$ cat src/rtl/img2col_sched.sv
// img2col_sched: im2col address sequencer for a square IMG_SIZE x IMG_SIZE image buffer.
// Walks a k x k kernel at stride 1 or 2. Elements are row-major within each window, and
// windows are row-major over the output map. Emits one flat pixel address per
// valid/ready beat.
//
// Optional feature macro: IMG2COL_PAD_EN. When defined, it adds pad_en/o_pad and a
// 1-pixel zero border, so the effective image becomes (IMG_SIZE+2) square.
//
// Ports:
//   clk          rising-edge clock
//   nrst         synchronous, active-high reset
//   start        begin a pass (sampled only when idle)
//   k            kernel size, legal 1..min(5,IMG_SIZE)
//   stride       0 = stride 1, 1 = stride 2
//   pad_en       (IMG2COL_PAD_EN only) enable zero border, latched at start
//   busy         high while a pass is streaming
//   done         one-cycle pulse after the final beat handshake
//   cfg_err      one-cycle pulse when start is sampled with an illegal k
//   o_valid      address beat valid
//   o_ready      downstream accepts beat
//   o_addr       flat pixel address row*IMG_SIZE+col
//   o_win        window index orow*N+ocol
//   o_last_elem  final element of current window
//   o_last_win   final beat of the pass
//   o_pad        (IMG2COL_PAD_EN only) beat lies in the zero border
module img2col_sched #(
    parameter int unsigned IMG_SIZE = 5,
    parameter int unsigned ADDR_W   = $clog2(IMG_SIZE * IMG_SIZE),
    parameter int unsigned WIN_W    = $clog2(IMG_SIZE * IMG_SIZE)
) (
    input  logic              clk,
    input  logic              nrst,
    input  logic              start,
    input  logic [2:0]        k,
    input  logic              stride,
`ifdef IMG2COL_PAD_EN
    input  logic              pad_en,
    output logic              o_pad,
`endif
    output logic              busy,
    output logic              done,
    output logic              cfg_err,
    output logic              o_valid,
    input  logic              o_ready,
    output logic [ADDR_W-1:0] o_addr,
    output logic [WIN_W-1:0]  o_win,
    output logic              o_last_elem,
    output logic              o_last_win
);

    localparam int unsigned CW   = $clog2(IMG_SIZE + 2) + 1;  // coordinate/counter width
    localparam int unsigned PW   = ADDR_W + CW;                // address product width
    localparam int unsigned WP   = WIN_W + CW;                 // window product width
    localparam logic [2:0]  KMax = (IMG_SIZE < 5) ? 3'(IMG_SIZE) : 3'd5;

    typedef enum logic [1:0] {StIdle, StRun, StDone} state_e;

    state_e            state_q, state_d;
    logic [2:0]        k_q, k_d, kr_q, kr_d, kc_q, kc_d;
    logic              str_q, str_d;
    logic [CW-1:0]     nm1_q, nm1_d, orow_q, orow_d, ocol_q, ocol_d;
    logic              busy_q, busy_d, done_q, done_d, cfg_err_q, cfg_err_d;
    logic              valid_q, valid_d, le_q, le_d, lw_q, lw_d;
    logic [ADDR_W-1:0] addr_q, addr_d;
    logic [WIN_W-1:0]  win_q, win_d;
    logic [CW-1:0]     row, col, ext;
`ifdef IMG2COL_PAD_EN
    logic              pad_q, pad_d, opad_q, opad_d;
`endif

    function automatic logic [ADDR_W-1:0] flat_addr(input logic [CW-1:0] r,
                                                    input logic [CW-1:0] c);
        return ADDR_W'(PW'(r) * PW'(IMG_SIZE) + PW'(c));
    endfunction

    // Next-state: FSM plus the nested kc -> kr -> ocol -> orow counter chain.
    always_comb begin
        state_d   = state_q;
        k_d       = k_q;
        str_d     = str_q;
        nm1_d     = nm1_q;
        kr_d      = kr_q;
        kc_d      = kc_q;
        orow_d    = orow_q;
        ocol_d    = ocol_q;
        cfg_err_d = 1'b0;
`ifdef IMG2COL_PAD_EN
        pad_d     = pad_q;
        ext       = pad_en ? CW'(IMG_SIZE + 2) : CW'(IMG_SIZE);
`else
        ext       = CW'(IMG_SIZE);
`endif
        unique case (state_q)
            StIdle: begin
                if (start) begin
                    if (k != 3'd0 && k <= KMax) begin
                        k_d     = k;
                        str_d   = stride;
                        // N-1 = (ext-k)/(stride+1); the divide is a shift
                        nm1_d   = (ext - CW'(k)) >> stride;
                        kr_d    = '0;
                        kc_d    = '0;
                        orow_d  = '0;
                        ocol_d  = '0;
`ifdef IMG2COL_PAD_EN
                        pad_d   = pad_en;
`endif
                        state_d = StRun;
                    end else begin
                        cfg_err_d = 1'b1;
                    end
                end
            end
            StRun: begin
                if (valid_q && o_ready) begin
                    if (lw_q) begin
                        state_d = StDone;
                    end else if (kc_q != k_q - 3'd1) begin
                        kc_d = kc_q + 3'd1;
                    end else begin
                        kc_d = '0;
                        if (kr_q != k_q - 3'd1) begin
                            kr_d = kr_q + 3'd1;
                        end else begin
                            kr_d = '0;
                            if (ocol_q != nm1_q) begin
                                ocol_d = ocol_q + CW'(1);
                            end else begin
                                ocol_d = '0;
                                orow_d = orow_q + CW'(1);
                            end
                        end
                    end
                end
            end
            StDone:  state_d = StIdle;
            default: state_d = StIdle;
        endcase
    end

    // Outputs are precomputed from next-state values so every output is a flop.
    always_comb begin
        valid_d = (state_d == StRun);
        busy_d  = valid_d;
        done_d  = (state_d == StDone);
        addr_d  = '0;
        win_d   = '0;
        le_d    = 1'b0;
        lw_d    = 1'b0;
        row     = (str_d ? {orow_d[CW-2:0], 1'b0} : orow_d) + CW'(kr_d);
        col     = (str_d ? {ocol_d[CW-2:0], 1'b0} : ocol_d) + CW'(kc_d);
`ifdef IMG2COL_PAD_EN
        opad_d  = 1'b0;
`endif
        if (valid_d) begin
            le_d  = (kr_d == k_d - 3'd1) && (kc_d == k_d - 3'd1);
            lw_d  = le_d && (orow_d == nm1_d) && (ocol_d == nm1_d);
            win_d = WIN_W'(WP'(orow_d) * (WP'(nm1_d) + WP'(1)) + WP'(ocol_d));
`ifdef IMG2COL_PAD_EN
            if (pad_d) begin
                if (row == '0 || col == '0 || row > CW'(IMG_SIZE) || col > CW'(IMG_SIZE)) begin
                    opad_d = 1'b1;
                end else begin
                    addr_d = flat_addr(row - CW'(1), col - CW'(1));
                end
            end else begin
                addr_d = flat_addr(row, col);
            end
`else
            addr_d = flat_addr(row, col);
`endif
        end
    end

    always_ff @(posedge clk) begin
        if (nrst) begin
            state_q   <= StIdle;
            k_q       <= '0;
            str_q     <= 1'b0;
            nm1_q     <= '0;
            kr_q      <= '0;
            kc_q      <= '0;
            orow_q    <= '0;
            ocol_q    <= '0;
            busy_q    <= 1'b0;
            done_q    <= 1'b0;
            cfg_err_q <= 1'b0;
            valid_q   <= 1'b0;
            le_q      <= 1'b0;
            lw_q      <= 1'b0;
            addr_q    <= '0;
            win_q     <= '0;
`ifdef IMG2COL_PAD_EN
            pad_q     <= 1'b0;
            opad_q    <= 1'b0;
`endif
        end else begin
            state_q   <= state_d;
            k_q       <= k_d;
            str_q     <= str_d;
            nm1_q     <= nm1_d;
            kr_q      <= kr_d;
            kc_q      <= kc_d;
            orow_q    <= orow_d;
            ocol_q    <= ocol_d;
            busy_q    <= busy_d;
            done_q    <= done_d;
            cfg_err_q <= cfg_err_d;
            valid_q   <= valid_d;
            le_q      <= le_d;
            lw_q      <= lw_d;
            addr_q    <= addr_d;
            win_q     <= win_d;
`ifdef IMG2COL_PAD_EN
            pad_q     <= pad_d;
            opad_q    <= opad_d;
`endif
        end
    end

    assign busy        = busy_q;
    assign done        = done_q;
    assign cfg_err     = cfg_err_q;
    assign o_valid     = valid_q;
    assign o_addr      = addr_q;
    assign o_win       = win_q;
    assign o_last_elem = le_q;
    assign o_last_win  = lw_q;
`ifdef IMG2COL_PAD_EN
    assign o_pad       = opad_q;
`endif

endmodule

$ cat config.mk
export PLATFORM = sky130hd
export DESIGN_NAME = img2col_sched
export DESIGN_NICKNAME = d
export VERILOG_FILES = /design/src/rtl/img2col_sched.sv
export SDC_FILE = /design/constraint.sdc
export NUM_CORES = 1
export LEC_CHECK = 0
export BUFFER_PORTS_ARGS = -buffer_cell sky130_fd_sc_hd__clkbuf_2
export CORE_MARGIN = 4
export CORE_UTILIZATION = 59
export CTS_CLUSTER_SIZE = 20
export DETAILED_ROUTE_END_ITERATION = 10
export GPL_ROUTABILITY_DRIVEN = 0
export PLACE_DENSITY = 0.78
export SKIP_LAST_GASP = 1
export SYNTH_ARGS = -nofsm -noshare
export SYNTH_HDL_FRONTEND = slang
export SYNTH_SLANG_ARGS = --single-unit
export TNS_END_PERCENT = 30
$ cat constraint.sdc
create_clock -name clk -period 6.3 [get_ports clk]
set_clock_uncertainty 0.15 [all_clocks]
set_input_delay 0.315 -clock clk [delete_from_list [all_inputs] [get_ports clk]]
set_output_delay 0.315 -clock clk [all_outputs]
set_load 0.1 [all_outputs]
==> results.sh <==
export IMPL_cts_setup_buffers=0
export IMPL_synth_fp_nets=401
export IMPL_nNetsFinal=421
export IMPL_port_buffers=23
export IMPL_cpPeakStageDelay_ps=530
export IMPL_synth_area_um2=3178
export IMPL_timing_rr_end="o_win[4]"
export IMPL_grt_pass1_vias=2633
export IMPL_vias=2590
export IMPL_post_drt_wl_per_cell_um=16.30
export IMPL_max_freq_mhz=185.3
export IMPL_grtUsageTotal_pct=24.62
export IMPL_stdcell_area_um2=3431
export IMPL_rows=26
export IMPL_fin_crit_sh_pct=85.66
export IMPL_worstHoldEndpoint="done"
export IMPL_core_um2=5172
export IMPL_place_area_um2=3331
export IMPL_synth_distinct_cells=68
export IMPL_dr_pass1_iters=4
export IMPL_cts_root_buffer="clkbuf_8"
export IMPL_cts_resized=0
export IMPL_ys_seq_elements=39
export IMPL_relSlewSlack_pct=47.39
export IMPL_diodes=0
export IMPL_ff2ff_setup_slack_ps=900
export IMPL_syn_avg_cell_area_um2=9.003
export IMPL_cp_start_kind="flop"
export IMPL_ys_top_cells_by_area="dfxtp_1 25%, ha_1 12%, xnor2_1 5.8%"
export IMPL_drive_gt1_share_pct=14.97
export IMPL_cts_made_buffers=5
export IMPL_cts_path_max_buffers=2
export IMPL_yosysTopAreaCell="dfxtp_1"
export IMPL_leakage_nw=1.638
export IMPL_h_tree_depth=2
export IMPL_cp_data_required_time_ps=6370
export IMPL_path_max_fanout=9
export IMPL_crit_chain="inv_1, ha_1, nor3b_1, o22ai_2, nor4_4, mux2i_1, buf_4, nand2_1, fa_1, fa_1, fa_1, inv_1, ha_1, a21oi_1, xnor2_1, xnor2_1, xnor2_1, mux2i_1"
export IMPL_ys_async_sr_fraction_pct=0
export IMPL_finalMaxSlewViolations=0
export IMPL_clock_sinks=39
export IMPL_arrival_ps=5470
export IMPL_grt_ovfl_total=0
export IMPL_antenna_found_initial=0
export IMPL_rsz0062_at_grt="no"
export IMPL_cap_violations=0
export IMPL_grt_pass1_wl_um=12450
export IMPL_ir_drop_uv=103.5
export IMPL_final_common_cell="dfxtp_1"
export IMPL_period_needed_ps=5397
export IMPL_drtIter0Drc=132
export IMPL_clkTransAtPathRegs_ps=80
export IMPL_grt_max_degree=27
export IMPL_pin_count=24
export IMPL_crit_slowest_cell="fa_1"
export IMPL_synth_seq_area_share_pct=24.57
export IMPL_r2r_start="k_q[0]"
export IMPL_hold_path_depth=3
export IMPL_vias_per_cell=5.833
export IMPL_yosys_warnings=0
export IMPL_hold_class="in -> reg"
export IMPL_cts_tree="built"
export IMPL_finalSetupViolCount=0
export IMPL_hold_path_startpoint="o_ready"
export IMPL_finalHoldViolCount=0
export IMPL_cp_end_kind="flop"
export IMPL_insertion_delay_ps=290
export IMPL_syn_to_final_growth_pct=7.953
export IMPL_synthCells=353
export IMPL_synth_edff_count=0
export IMPL_critPathTopFamily="adder cells"
export IMPL_tns_ps=0
export IMPL_start_util_pct=61.44
export IMPL_postRouteAntennaNets=0
export IMPL_wl_um=7236
export IMPL_tightest_slew_ps=767.2
export IMPL_synth_flop_cell="dfxtp_1"
export IMPL_reg2regPathDepth=18
export IMPL_synth_top_area_share_pct=24.57
export IMPL_path_class="reg -> reg"
export IMPL_final_cell_mix="39 x dfxtp_1, 31 x ha_1, 30 x nor2_1"
export IMPL_outcome="completed"
export IMPL_p_per_area_nw_per_um2=158.5
export IMPL_route_detailed_drc=0
export IMPL_holdBufCountCts=0
export IMPL_crit_buf_inv=3
export IMPL_dp_hpwl_um=5654
export IMPL_die_area_um2=6624
export IMPL_fp_dieH_um=81.39
export IMPL_die_width_um=81.39
-- registers in the layout (all words and copies together) (netlist names) --
register,cells
state_q,2
k_q,3
o_last_win,1
orow_q,4
done,1
nm1_q,4
o_last_elem,1
o_valid,1
kc_q,3
cfg_err,1
kr_q,3
ocol_q,4
o_addr,5
o_win,5
str_q,1
-- cell type report --
cell class | instances | area, um^2
Clock buffer | 8 | 100.1
Sequential cell | 39 | 780.7
Inverter | 30 | 112.6
Tap cell | 70 | 87.58
Multi-Input combinational cell | 272 | 2220
Fill cell | 440 | 1742
Timing Repair Buffer | 25 | 130.1
-- cells in the mapped netlist, types with 5 or more instances --
library cell and number:
nand2_1 25, nand3_1 13, and2_1 13, a21oi_1 8
o21ai_0 8, a21o_1 5, and3_1 6, nor2b_1 6
ha_1 31, xor2_1 10, clkbuf_1 7, inv_1 29
nor2_1 30, dfxtp_1 39, xnor2_1 21, mux2i_1 13
fa_1 9
-- where the power goes --
group | leakage, nW | switching, mW | total (mW) | internal, mW
clock | 0.0515 | 0.0879 | 0.188 | 0.100
sequential | 0.315 | 0.00570 | 0.256 | 0.251
combinational | 1.27 | 0.0658 | 0.0995 | 0.0337
total | 1.64 | 0.159 | 0.544 | 0.384
-- how the worst max path moves through the flow --
stage	start	to	slack [ps]	cells past startpoint
2_1_floorplan	o_valid	o_win[4]	1070	16
3_3_place_gp	k[1]	o_win[4]	1170	19
3_5_place_dp	k[1]	o_win[4]	980	19
4_1_cts	k_q[0]	o_win[4]	950	18
5_1_grt	k_q[0]	o_win[4]	560	18
6_report	k_q[0]	o_win[4]	900	18
-- kinds of logic after synthesis --
family / after synthesis / synth area share, %
compound gates: 47 / 10.79
xor+xnor: 34 / 10.75
fa+ha+maj: 40 / 17.87
buf+inv: 42 / 5.590
flops: 39 / 24.57
mux: 17 / 5.630
simple gates: 134 / 24.80
-- layer usage --
| layer | part of all wire (%) | routed length (um) | vias to the layer above | GRT usage [%] |
|---|---|---|---|---|
| li1 | - | - | 1268 | - |
| met1 | 42 | 3043 | 1220 | 29.99 |
| met2 | 49 | 3545 | 89 | 42.59 |
| met3 | 6.9 | 500 | 13 | 5.322 |
| met4 | 2.0 | 146 | 0 | 8.446 |
| met5 | 0 | 0 | - | 0 |
-- through the flow --
stage	setup slack [ps]	hold slack (ps)	utilization (%)	instances	power (mW)
2_1_floorplan	1072	322.5	-	353	0.3423
3_3_place_gp	1169	376.5	64.39	436	0.3584
3_5_place_dp	979.1	391.0	64.39	436	0.3608
4_1_cts	949.1	167.4	66.33	444	0.5474
5_1_grt	560.8	194.0	66.33	444	0.5687
6_report	903.2	175.1	66.33	444	0.5438
-- worst reg2reg max path, stage by stage (launching register included) --
cell	delay [ps]
dfxtp_1	420
inv_1	90
ha_1	370
nor3b_1	350
o22ai_2	230
nor4_4	440
mux2i_1	240
buf_4	180
nand2_1	90
fa_1	520
fa_1	510
fa_1	530
inv_1	50
ha_1	320
a21oi_1	180
xnor2_1	150
xnor2_1	150
xnor2_1	150
mux2i_1	200
Power figures use the tool's default switching activity.
